`src/rtl/muldiv_sequencer.sv`:
```
// Multi-cycle MULT/MULTU/DIV/DIVU sequencer owning HI/LO: shift-add multiply, restoring divide.
// Optional MULDIV_FAST_MULT_EN: multiplies finish in one CALC cycle using a full-width multiplier.
module muldiv_sequencer #(
    parameter int              WIDTH   = 32,
    parameter logic [WIDTH-1:0] DIV0_LO = {WIDTH{1'b1}}
) (
    input  logic             clk,
    input  logic             rst_n,
    input  logic             start,
    input  logic [3:0]       alu_control,
    input  logic [WIDTH-1:0] op_a,
    input  logic [WIDTH-1:0] op_b,
    input  logic             flush,
    input  logic             hi_we,
    input  logic             lo_we,
    input  logic [WIDTH-1:0] wdata,
    output logic             busy,
    output logic             done,
    output logic [WIDTH-1:0] hi,
    output logic [WIDTH-1:0] lo
);

    localparam int CW = (WIDTH > 1) ? $clog2(WIDTH) : 1;

    typedef enum logic [1:0] {
        IDLE = 2'd0,
        CALC = 2'd1,
        FIX  = 2'd2
    } state_t;

    state_t state, state_next;

    logic [CW-1:0]    count;
    logic             is_div;
    logic             neg_q;
    logic             neg_r;
    logic [WIDTH-1:0] a_raw;
    logic [WIDTH-1:0] mag_m;
    logic [WIDTH-1:0] acc_hi;
    logic [WIDTH-1:0] acc_lo;

    logic             valid_op;
    logic             op_signed;
    logic             op_div;
    logic             accept;
    logic             fast_mult;
    logic             sign_a;
    logic             sign_b;
    logic [WIDTH-1:0] abs_a;
    logic [WIDTH-1:0] abs_b;

    logic [WIDTH:0]     mul_sum;
    logic [WIDTH:0]     div_shift;
    logic [WIDTH:0]     div_diff;
    logic [2*WIDTH-1:0] fast_prod;
    logic [2*WIDTH-1:0] prod_fix;
    logic [WIDTH-1:0]   fix_hi;
    logic [WIDTH-1:0]   fix_lo;

    assign valid_op  = (alu_control == 4'b1010) || (alu_control == 4'b1011) ||
                       (alu_control == 4'b1100) || (alu_control == 4'b1101);
    assign op_signed = ~alu_control[0];
    assign op_div    = alu_control[2];
    assign accept    = (state == IDLE) && start && valid_op && !flush;
    assign sign_a    = op_signed & op_a[WIDTH-1];
    assign sign_b    = op_signed & op_b[WIDTH-1];
    assign abs_a     = sign_a ? -op_a : op_a;
    assign abs_b     = sign_b ? -op_b : op_b;
    assign busy      = (state == CALC) || (state == FIX);

`ifdef MULDIV_FAST_MULT_EN
    assign fast_mult = !is_div;
`else
    assign fast_mult = 1'b0;
`endif

    always_ff @(posedge clk or negedge rst_n) begin
        if (!rst_n) begin
            state <= IDLE;
        end else begin
            state <= state_next;
        end
    end

    always_comb begin
        state_next = state;
        if (flush) begin
            state_next = IDLE;
        end else begin
            case (state)
                IDLE:    if (accept) state_next = CALC;
                CALC:    if (fast_mult || count == '0) state_next = FIX;
                FIX:     state_next = IDLE;
                default: state_next = IDLE;
            endcase
        end
    end

    // mag_m holds the multiplicand for multiplies and the divisor for divides;
    // acc_lo starts as the multiplier / dividend and shifts out as the op proceeds.
    always_comb begin
        mul_sum   = {1'b0, acc_hi} + (acc_lo[0] ? {1'b0, mag_m} : '0);
        div_shift = {acc_hi, acc_lo[WIDTH-1]};
        div_diff  = div_shift - {1'b0, mag_m};
        fast_prod = {{WIDTH{1'b0}}, mag_m} * {{WIDTH{1'b0}}, acc_lo};
        prod_fix  = neg_q ? -{acc_hi, acc_lo} : {acc_hi, acc_lo};
        fix_hi    = prod_fix[2*WIDTH-1:WIDTH];
        fix_lo    = prod_fix[WIDTH-1:0];
        if (is_div) begin
            if (mag_m == '0) begin
                fix_hi = a_raw;
                fix_lo = DIV0_LO;
            end else begin
                fix_hi = neg_r ? -acc_hi : acc_hi;
                fix_lo = neg_q ? -acc_lo : acc_lo;
            end
        end
    end

    always_ff @(posedge clk or negedge rst_n) begin
        if (!rst_n) begin
            count  <= '0;
            is_div <= 1'b0;
            neg_q  <= 1'b0;
            neg_r  <= 1'b0;
            a_raw  <= '0;
            mag_m  <= '0;
            acc_hi <= '0;
            acc_lo <= '0;
            hi     <= '0;
            lo     <= '0;
            done   <= 1'b0;
        end else begin
            done <= 1'b0;
            if (!flush) begin
                case (state)
                    IDLE: begin
                        if (accept) begin
                            count  <= CW'(WIDTH - 1);
                            is_div <= op_div;
                            neg_q  <= sign_a ^ sign_b;
                            neg_r  <= sign_a;
                            a_raw  <= op_a;
                            mag_m  <= op_div ? abs_b : abs_a;
                            acc_hi <= '0;
                            acc_lo <= op_div ? abs_a : abs_b;
                        end else begin
                            if (hi_we) hi <= wdata;
                            if (lo_we) lo <= wdata;
                        end
                    end
                    CALC: begin
                        if (count != '0) count <= count - 1'b1;
                        if (fast_mult) begin
                            acc_hi <= fast_prod[2*WIDTH-1:WIDTH];
                            acc_lo <= fast_prod[WIDTH-1:0];
                        end else if (is_div) begin
                            acc_hi <= div_diff[WIDTH] ? div_shift[WIDTH-1:0] : div_diff[WIDTH-1:0];
                            acc_lo <= {acc_lo[WIDTH-2:0], ~div_diff[WIDTH]};
                        end else begin
                            acc_hi <= mul_sum[WIDTH:1];
                            acc_lo <= {mul_sum[0], acc_lo[WIDTH-1:1]};
                        end
                    end
                    FIX: begin
                        hi   <= fix_hi;
                        lo   <= fix_lo;
                        done <= 1'b1;
                    end
                    default: ;
                endcase
            end
        end
    end

endmodule

```
`config.mk`:
```
export PLATFORM = sky130hd
export DESIGN_NAME = muldiv_sequencer
export DESIGN_NICKNAME = d
export VERILOG_FILES = /design/src/rtl/muldiv_sequencer.sv
export SDC_FILE = /design/constraint.sdc
export NUM_CORES = 1
export LEC_CHECK = 0
export ABC_CLOCK_PERIOD_IN_PS = 9900
export BUFFER_PORTS_ARGS = -buffer_cell sky130_fd_sc_hd__clkbuf_2
export CAP_MARGIN = 20
export CORE_MARGIN = 4
export CORE_UTILIZATION = 45
export CTS_CLUSTER_SIZE = 40
export DETAILED_ROUTE_END_ITERATION = 8
export PLACE_DENSITY_LB_ADDON = 0.2
export SYNTH_ARGS = -nofsm -noshare
export SYNTH_HDL_FRONTEND = slang
export SYNTH_SLANG_ARGS = --single-unit
```
`constraint.sdc`:
```
create_clock -name clk -period 9.9 [get_ports clk]
set_input_delay 1.485 -clock clk [delete_from_list [all_inputs] [get_ports clk]]
set_output_delay 1.485 -clock clk [all_outputs]
set_load 0.01 [all_outputs]
```
[Word level (Yosys, flattened, before mapping)]
Index checks and enable logic that the tools add are counted.
Cells by class
  multiply operators: 0
  divide/modulo/power cells: 0
  reductions and logical operators: 20
  eq/ne operators: 13
  $add $sub $neg: 8
  shifts and indexed selects: 0
  muxes and demuxes: 34
  $lt $le $gt $ge: 0
  bitwise gates (word level): 6
Operators by type and width (count)
  two-way mux 32 bit: 20
  case mux 32 bit (2 select lines): 4
  negator 32 bit: 4
  two-way mux 64 bit: 1
  negator 64 bit: 1
  adder 32 x 32 -> 33 bit: 1
  subtractor 33 x 32 -> 33 bit: 1
  zero test 32 bit: 1
  equality test 4 bit, second input constant: 4
  AND reduction 4 bit: 3
  two-way mux 5 bit: 2
  case mux 5 bit (2 select lines): 1
  != test 2 bit, second input constant: 4
  two-way mux 2 bit: 3
  AND reduction 3 bit: 2
  zero test 5 bit: 1
  nonzero test 5 bit: 1
  subtractor 5 x 1 -> 5 bit, second input constant: 1
  logical OR 1 bit: 4
  case mux 2 bit (2 select lines): 1
  nonzero test 2 bit: 2
  logical AND 1 bit: 3
  != test 3 x 2 -> 1 bit, second input constant: 1
  != test 3 bit, second input constant: 1
  10 further kinds: 14
Word-level totals
  memories kept: 0
  bits in registers: 203
  ROM bits: 0
  RAM bits: 0
  latch bits: 0

[Logic depth before layout (Yosys ltp)]
Gate-level depths: netlist (run 1).
  depth in word-level cells: 9
  depth in mapped cells: 16
  depth with buffers taken out: 14

[Worst setup path before layout (run 1)]
No wires, ideal clock.
  kind: input to register
  start: in op_b[10]
  end: reg acc_lo[29]
  stages: 10
  setup time: 0.077 ns
  required time: 9.823 ns
  path slack: 5.754 ns
  arrival: 4.069 ns
  path through: or4_1 -> or4_1 -> or3b_1 -> nor2_1 -> nand2_1 -> o41ai_1 -> xnor2_1 -> nor2_1 -> a211o_1 -> a21oi_1
Between the ends
  cells in the longest elaborated chain, start to end: 5
Ends and longest elaborated chain
  start: declaration: RTL line 12  | input logic [WIDTH-1:0] op_b,
  negator 32 bit: RTL line 68  | assign abs_b = sign_b ? -op_b : op_b;
  two-way mux 32 bit: RTL line 68
  two-way mux 32 bit: RTL line 146  | acc_lo <= op_div ? abs_a : abs_b;
  two-way mux 32 bit: RTL line 138  | if (accept) begin
  case mux 32 bit (2 select lines): RTL line 136  | case (state)
  end signal: assignment: RTL line 146
  end signal: assignment: RTL line 156  | acc_lo <= fast_prod[WIDTH-1:0];
  end signal: assignment: RTL line 159  | acc_lo <= {acc_lo[WIDTH-2:0], ~div_diff[WIDTH]};
  end: declaration: RTL line 40  | logic [WIDTH-1:0] acc_lo;
No other way between the ends. The select of a mux whose other input is x is not followed.
A chain may end at the register's enable or synchronous reset.

[Worst setup path after layout (run 1)]
  start: reg acc_lo[31]
  end: reg acc_hi[24]
Between the ends
  cells in the longest elaborated chain, start to end: 4
Ends and longest elaborated chain
  subtractor 33 x 32 -> 33 bit: RTL line 104  | div_diff = div_shift - {1'b0, mag_m};
  two-way mux 32 bit: RTL line 158  | acc_hi <= div_diff[WIDTH] ? div_shift[WIDTH-1:0] : div_diff[WIDTH-1:0];
  two-way mux 32 bit: RTL line 157  | end else if (is_div) begin
  case mux 32 bit (2 select lines): RTL line 136
  end signal: assignment: RTL line 155  | acc_hi <= fast_prod[2*WIDTH-1:WIDTH];
  end signal: assignment: RTL line 158
  end signal: assignment: RTL line 161  | acc_hi <= mul_sum[WIDTH:1];
  end: declaration: RTL line 39  | logic [WIDTH-1:0] acc_hi;
No other way between the ends.

==> results of run 1 <==
layout by cell type (no fill, tap or decap), types with 20 or more instances in the layout:
cell type and n:
nand2_1 368, a21oi_1 206, nor2_1 204, dfrtp_1 201
o21ai_0 187, clkbuf_2 169, xnor2_1 117, ha_1 72
inv_1 68, xor2_1 68, o21ai_1 68, nand3_1 40
mux2i_1 38, a21o_1 35, a211oi_1 35, o22ai_1 34
o211ai_1 32, mux2_2 30, nor3_1 28, o31ai_1 28
clkbuf_16 25, buf_4 21, o41ai_1 20
state kept, by name, indices dropped and copies added, names as in the netlist:
register  cells
state         2
is_div        1
a_raw        32
neg_q         1
count         5
neg_r         1
hi           32
acc_lo       32
done          1
acc_hi       32
lo           32
mag_m        32
power by group:
part | total (W) | switching [W] | internal (W)
clock | 0.000910 | 0.000384 | 0.000526
combinational | 0.00277 | 0.00170 | 0.00107
sequential | 0.00159 | 0.000469 | 0.00112
total | 0.00527 | 0.00255 | 0.00272
kinds of logic after synthesis:
family | count (synthesis) | share of synthesized area, %
simple gates | 776 | 20.06
mux | 69 | 4.245
flops | 203 | 29.56
compound gates | 741 | 25.99
xor+xnor | 186 | 9.480
fa+ha+maj | 76 | 5.621
buf+inv | 227 | 5.039
layout make-up:
class                   instances  area (um2)
inverters                      68       255.2
well taps                     511       639.4
repair buffers                194        1077
diodes                          1       2.502
multi-input cells            1848       11260
clock buffers                  38       714.4
fillers                      3789       18550
flip-flops and latches        203        5085
clock inverters                 8       82.58
metrics by stage:
step / setup WS (ns) / area (um2) / std cells / total power [W] / hold WS (ns)
finish: 5.333 / 19120 / 2871 / 0.005268 / 0.4757
global route: 5.128 / 19120 / 2870 / 0.005619 / 0.5072
CTS: 4.972 / 19060 / 2868 / 0.005202 / 0.4788
detailed placement: 4.985 / 18270 / 2822 / 0.004278 / 0.4637
global placement: 5.094 / 18260 / 2821 / 0.004246 / 0.4598
floorplan: 5.754 / 17180 / 2278 / 0.003379 / 0.4404
worst max-delay path by stage:
stage                              start         end  slack (ns)
after floorplan                 op_b[10]  acc_lo[29]        5.75
final                         acc_lo[31]  acc_hi[24]        5.33
after detailed placement  alu_control[2]  acc_hi[26]        4.99
after global routing      alu_control[2]  acc_hi[26]        5.13
after global placement    alu_control[2]  acc_hi[26]        5.09
after CTS                      acc_lo[0]  acc_hi[25]        4.97
layer usage:
metal | track usage [%] | vias to the layer above
li1 | - | 8243
met1 | 44.51 | 8336
met2 | 46.80 | 872
met3 | 4.659 | 100
met4 | 8.191 | 0
met5 | 0 | -
worst register-to-register path, stage by stage (launching register included):
cell,delay (ns)
dfrtp_1,0.46
inv_1,0.14
ha_1,0.27
fa_1,0.25
nand2b_1,0.14
a21oi_1,0.15
o211ai_1,0.37
nand3_1,0.21
a311o_1,0.41
xnor2_2,0.75
buf_4,0.48
mux2_2,0.38
a22oi_1,0.24
o21ai_0,0.16
==> results.json, run 1 <==
{
  "outcome": "finished, final reports clean",
  "timing.fmax_ghz": 0.2190,
  "crit_path_start_kind": "register",
  "cts_buffers": 25,
  "p_per_area_nw_per_um2": 275.5,
  "syn_nets": 2460,
  "yosys-top-cells-area": "dfrtp_1 30%, nand2_1 8.0%, xnor2_1 6.0%",
  "end_kind": "register",
  "critPathMaxStageDelay_ns": 0.75,
  "synth-async-reset-ratio_pct": 100.0,
  "crit_arrival_ns": 4.96,
  "crit_slowest_cell": "xnor2_2",
  "min_from": "a_raw[20]",
  "clkLatencyLatePin_ns": 0.56,
  "wl_met2_um": 28480,
  "synth.most_common_cell": "nand2_1",
  "grt_max_degree": 105,
  "finalClockSkew_ns": 0.03804,
  "yosysTopAreaCell": "dfrtp_1",
  "synth_edf_count": 0,
  "worst-path-max-fanout": 22,
  "track_usage_pct": 30.31,
  "cts_root_buffer": "clkbuf_16",
  "path_class": "register to register",
  "synth_seq_area_share_pct": 29.56,
  "drtAntennaViolNets": 0,
  "crit_family": "compound AO/OA/AOI/OAI gates",
  "synth_top_flop_cell": "dfrtp_1",
  "ir_drop_mv": 0.1429,
  "syn_to_final_growth_pct": 11.26,
  "synth_area_per_cell_um2": 7.543,
  "grt-ovfl-total": 0,
  "portBuffers": 171,
  "first_iter_violations": 1887,
  "rsz0062_at_grt": "false",
  "gp_congestion": 0.9865,
  "hold_buffers": 0,
  "drive_above_1_share_pct": 12.29,
  "slew_viol_final": 0,
  "reg2regPathDepth": 13,
  "pin_count": 172,
  "clk_pin_slew_ns": 0.07,
  "core-area_um2": 37670,
  "finalSetupViolations": 0,
  "via_per_inst": 6.113,
  "synth_top_area_share_pct": 29.56,
  "maxCapViolCount": 0,
  "syn_inst": 2278,
  "r2r-end": "acc_hi[24]",
  "wl_met1_um": 28590,
  "chipWidth_um": 203.4,
  "hold_class": "register to register",
  "maxSlewHeadroom_pct": 29.84,
  "path_depth": 13,
  "post-route-util_pct": 50.76,
  "die_h_um": 203.4,
  "clock_sinks": 203,
  "p_leak_nw": 8.552,
  "clockBufferDepth": 3,
  "fin_setup_tns_ns": 0,
  "synth-seq-cells": 203,
  "ctsResizeCount": 0,
  "reg2reg_from": "acc_lo[31]",
  "holdPathStages": 2,
  "synth_warnings": 0,
  "synth_commonest_cells": "368 x nand2_1, 206 x a21oi_1, 204 x nor2_1",
  "fp-row-count": 71,
  "hold_violations": 0,
  "cp_num_buf_inv": 2,
  "drt-wirelength-per-cell_um": 22.59,
  "yosysUniqueCellTypes": 77,
  "grt_pass1_vias": 16200,
  "cts_setup_buffers": 0,
  "vias": 17550,
  "htreeDepth": 1,
  "finalWirelength_um": 64860,
  "rrSetupSlack_ns": 5.33,
  "tightest_slew_ns": 1.050,
  "cts_tree": "done",
  "drcViolationCount": 0,
  "grt_pass1_wl_um": 98990,
  "nets": 2522,
  "top_layer": "met4",
  "wl_met3_um": 5912,
  "dp_hpwl_um": 49740,
  "min_to": "a_raw[20]",
  "path_cells": "inv_1 > ha_1 > fa_1 > nand2b_1 > a21oi_1 > o211ai_1 > nand3_1 > a311o_1 > xnor2_2 > buf_4 > mux2_2 > a22oi_1 > o21ai_0",
  "synth_area_um2": 17180,
  "drt_first_pass_iters": 7,
  "initial_core_util_pct": 45.62,
  "layout_min_cycle_time_ns": 4.567,
  "fin_crit_sh_pct": 46.13,
  "dieArea_um2": 41380,
  "cp.required_ns": 10.29,
  "antenna_found_initial": 0
}
Power figures use the tool's default switching activity.
==> run 2, diff against run 1 <==
- ABC_CLOCK_PERIOD_IN_PS: 9900 -> 4100
- clock period: 9.9 -> 4.1 ns (I/O delays scaled with it)
==> run 2 against run 1 <==
Critical path depth shrank 3. Wire length increased by 3.1%. Power is 150% higher. Largest cell class unchanged. Largest power group unchanged.
==> results.json, run 2 (synthesis gave the netlist of run 1 again) <==
{
  "maxCapViolCount": 0,
  "wl_met3_um": 6123,
  "slew_viol_final": 0,
  "via_per_inst": 6.110,
  "worst-path-max-fanout": 4,
  "fill_cells": 3758,
  "drtAntennaViolNets": 0,
  "first_iter_violations": 1988,
  "clkLatencyLatePin_ns": 0.55,
  "crit_arrival_ns": 4.20,
  "multi_input_area_um2": 11280,
  "diodes": 0,
  "track_usage_pct": 31.45,
  "portBuffers": 171,
  "drcViolationCount": 0,
  "clk_pin_slew_ns": 0.06,
  "drive_above_1_share_pct": 14.55,
  "end_kind": "register",
  "timing.fmax_ghz": 0.2637,
  "drt_first_pass_iters": 6,
  "finalSetupViolations": 0,
  "grt-ovfl-total": 0,
  "final_common_cell": "nand2_1",
  "gp_congestion": 1.003,
  "top_layer": "met4",
  "syn_to_final_growth_pct": 14.03,
  "rsz0062_at_grt": "false",
  "ir_drop_mv": 0.4116,
  "final-instance-count-excl-fill": 2924,
  "nets": 2581,
  "finalClockSkew_ns": 0.02357,
  "ctsResizeCount": 0,
  "tightest_slew_ns": 1.002,
  "grt_pass1_vias": 16530,
  "hold_buffers": 0,
  "cts_setup_buffers": 0,
  "cts_root_buffer": "clkbuf_16",
  "cp.required_ns": 4.51,
  "htreeDepth": 1,
  "wl_met2_um": 29230,
  "cts_buffers": 24,
  "grt_max_degree": 108,
  "dp_hpwl_um": 52450,
  "fin_crit_sh_pct": 92.49,
  "pin_count": 172,
  "fin_setup_tns_ns": 0,
  "outcome": "finished, final reports clean",
  "dieArea_um2": 41380,
  "dp.cells": 2882,
  "antenna_found_initial": 1,
  "mostFrequentLayoutCells": "368 x nand2_1, 206 x a21oi_1, 204 x nor2_1",
  "hold_violations": 0,
  "clock_sinks": 203,
  "chipWidth_um": 203.4,
  "finalWirelength_um": 66910,
  "vias": 17870,
  "layout_min_cycle_time_ns": 3.792,
  "core-area_um2": 37670,
  "cts_tree": "done",
  "drt-wirelength-per-cell_um": 22.88,
  "initial_core_util_pct": 45.62,
  "maxSlewHeadroom_pct": 33.21,
  "wl_met1_um": 29680,
  "crit_path_start_kind": "register",
  "seq_area_um2": 5085,
  "p_per_area_nw_per_um2": 667.4,
  "path_class": "register to register",
  "grt_pass1_wl_um": 101800,
  "hold_class": "primary input to async pin",
  "clockBufferDepth": 3,
  "p_leak_nw": 8.868,
  "die_h_um": 203.4,
  "fp-row-count": 71
}
-- run 2: cell types whose count changed in the layout (fill, tap and decap cells not counted), sizes merged --
| cell | previous run | this run |
|---|---|---|
| buf | 24 | 84 |
| clkbuf | 208 | 204 |
| inv | 71 | 68 |
| bufinv | 1 | 2 |
| clkinv | 3 | 4 |
| clkinvlp | 1 | 0 |
| diode | 1 | 0 |
-- run 2: path summary, 6_finish.rpt --
kind / from / to / slack [ns] / cells after the start
setup reg to reg: acc_lo[31] / hi[31] / 0.31 / 10
max in group asynchronous: rst_n / mag_m[1] / 3.00 / 2
hold / removal: rst_n / count[3] / 0.19 / 1
min in group clk: op_a[8] / a_raw[8] / 0.35 / 3
setup / recovery: acc_lo[31] / hi[31] / 0.31 / 10
hold reg to reg: hi[18] / hi[18] / 0.48 / 2
-- run 2: power breakdown --
group	leakage, nW	internal [W]	switching, W
clock network	0.387	0.00130	0.000901
registers	2.54	0.00271	0.000821
logic	5.94	0.00280	0.00455
total	8.87	0.00681	0.00627
-- run 2: routing by layer --
| layer | track usage (%) | vias to the layer above |
|---|---|---|
| met5 | 0 | - |
| met4 | 7.348 | 0 |
| met3 | 5.661 | 116 |
| met2 | 48.67 | 840 |
| met1 | 46.03 | 8553 |
| li1 | - | 8357 |
-- run 2: worst max-delay path, stage by stage, from the launching register on --
cell,delay (ns)
dfrtp_1,0.37
buf_4,0.17
or4_1,0.65
nor4_4,0.32
nand3_2,0.17
or4_1,0.47
o41a_1,0.49
a21oi_2,0.17
xnor2_1,0.09
a2111oi_2,0.65
nor3_2,0.10
-- run 2: area by class of cell --
type                       instances  area share [%]
clock buffer                      34           3.569
multi-input combinational       1848           57.57
timing repair buffer             254           7.899
inverter                          68           1.303
tap                              511           3.263
sequential                       203           25.95
clock inverter                     6          0.4470
-- run 2: metrics by stage --
stage / worst slack [ns] / hold WS, ns / util [%] / power (W) / area [um2]
2_1_floorplan: 0.4550 / 0.3194 / - / 0.008160 / 17180
3_3_place_gp: 0.2114 / 0.4571 / 49.82 / 0.01060 / 18770
3_5_place_dp: 0.2066 / 0.4733 / 49.82 / 0.01070 / 18770
4_1_cts: 0.2034 / 0.2428 / 51.91 / 0.01293 / 19550
5_1_grt: 0.08524 / 0.2780 / 52.02 / 0.01391 / 19600
6_report: 0.3077 / 0.1864 / 52.02 / 0.01308 / 19600
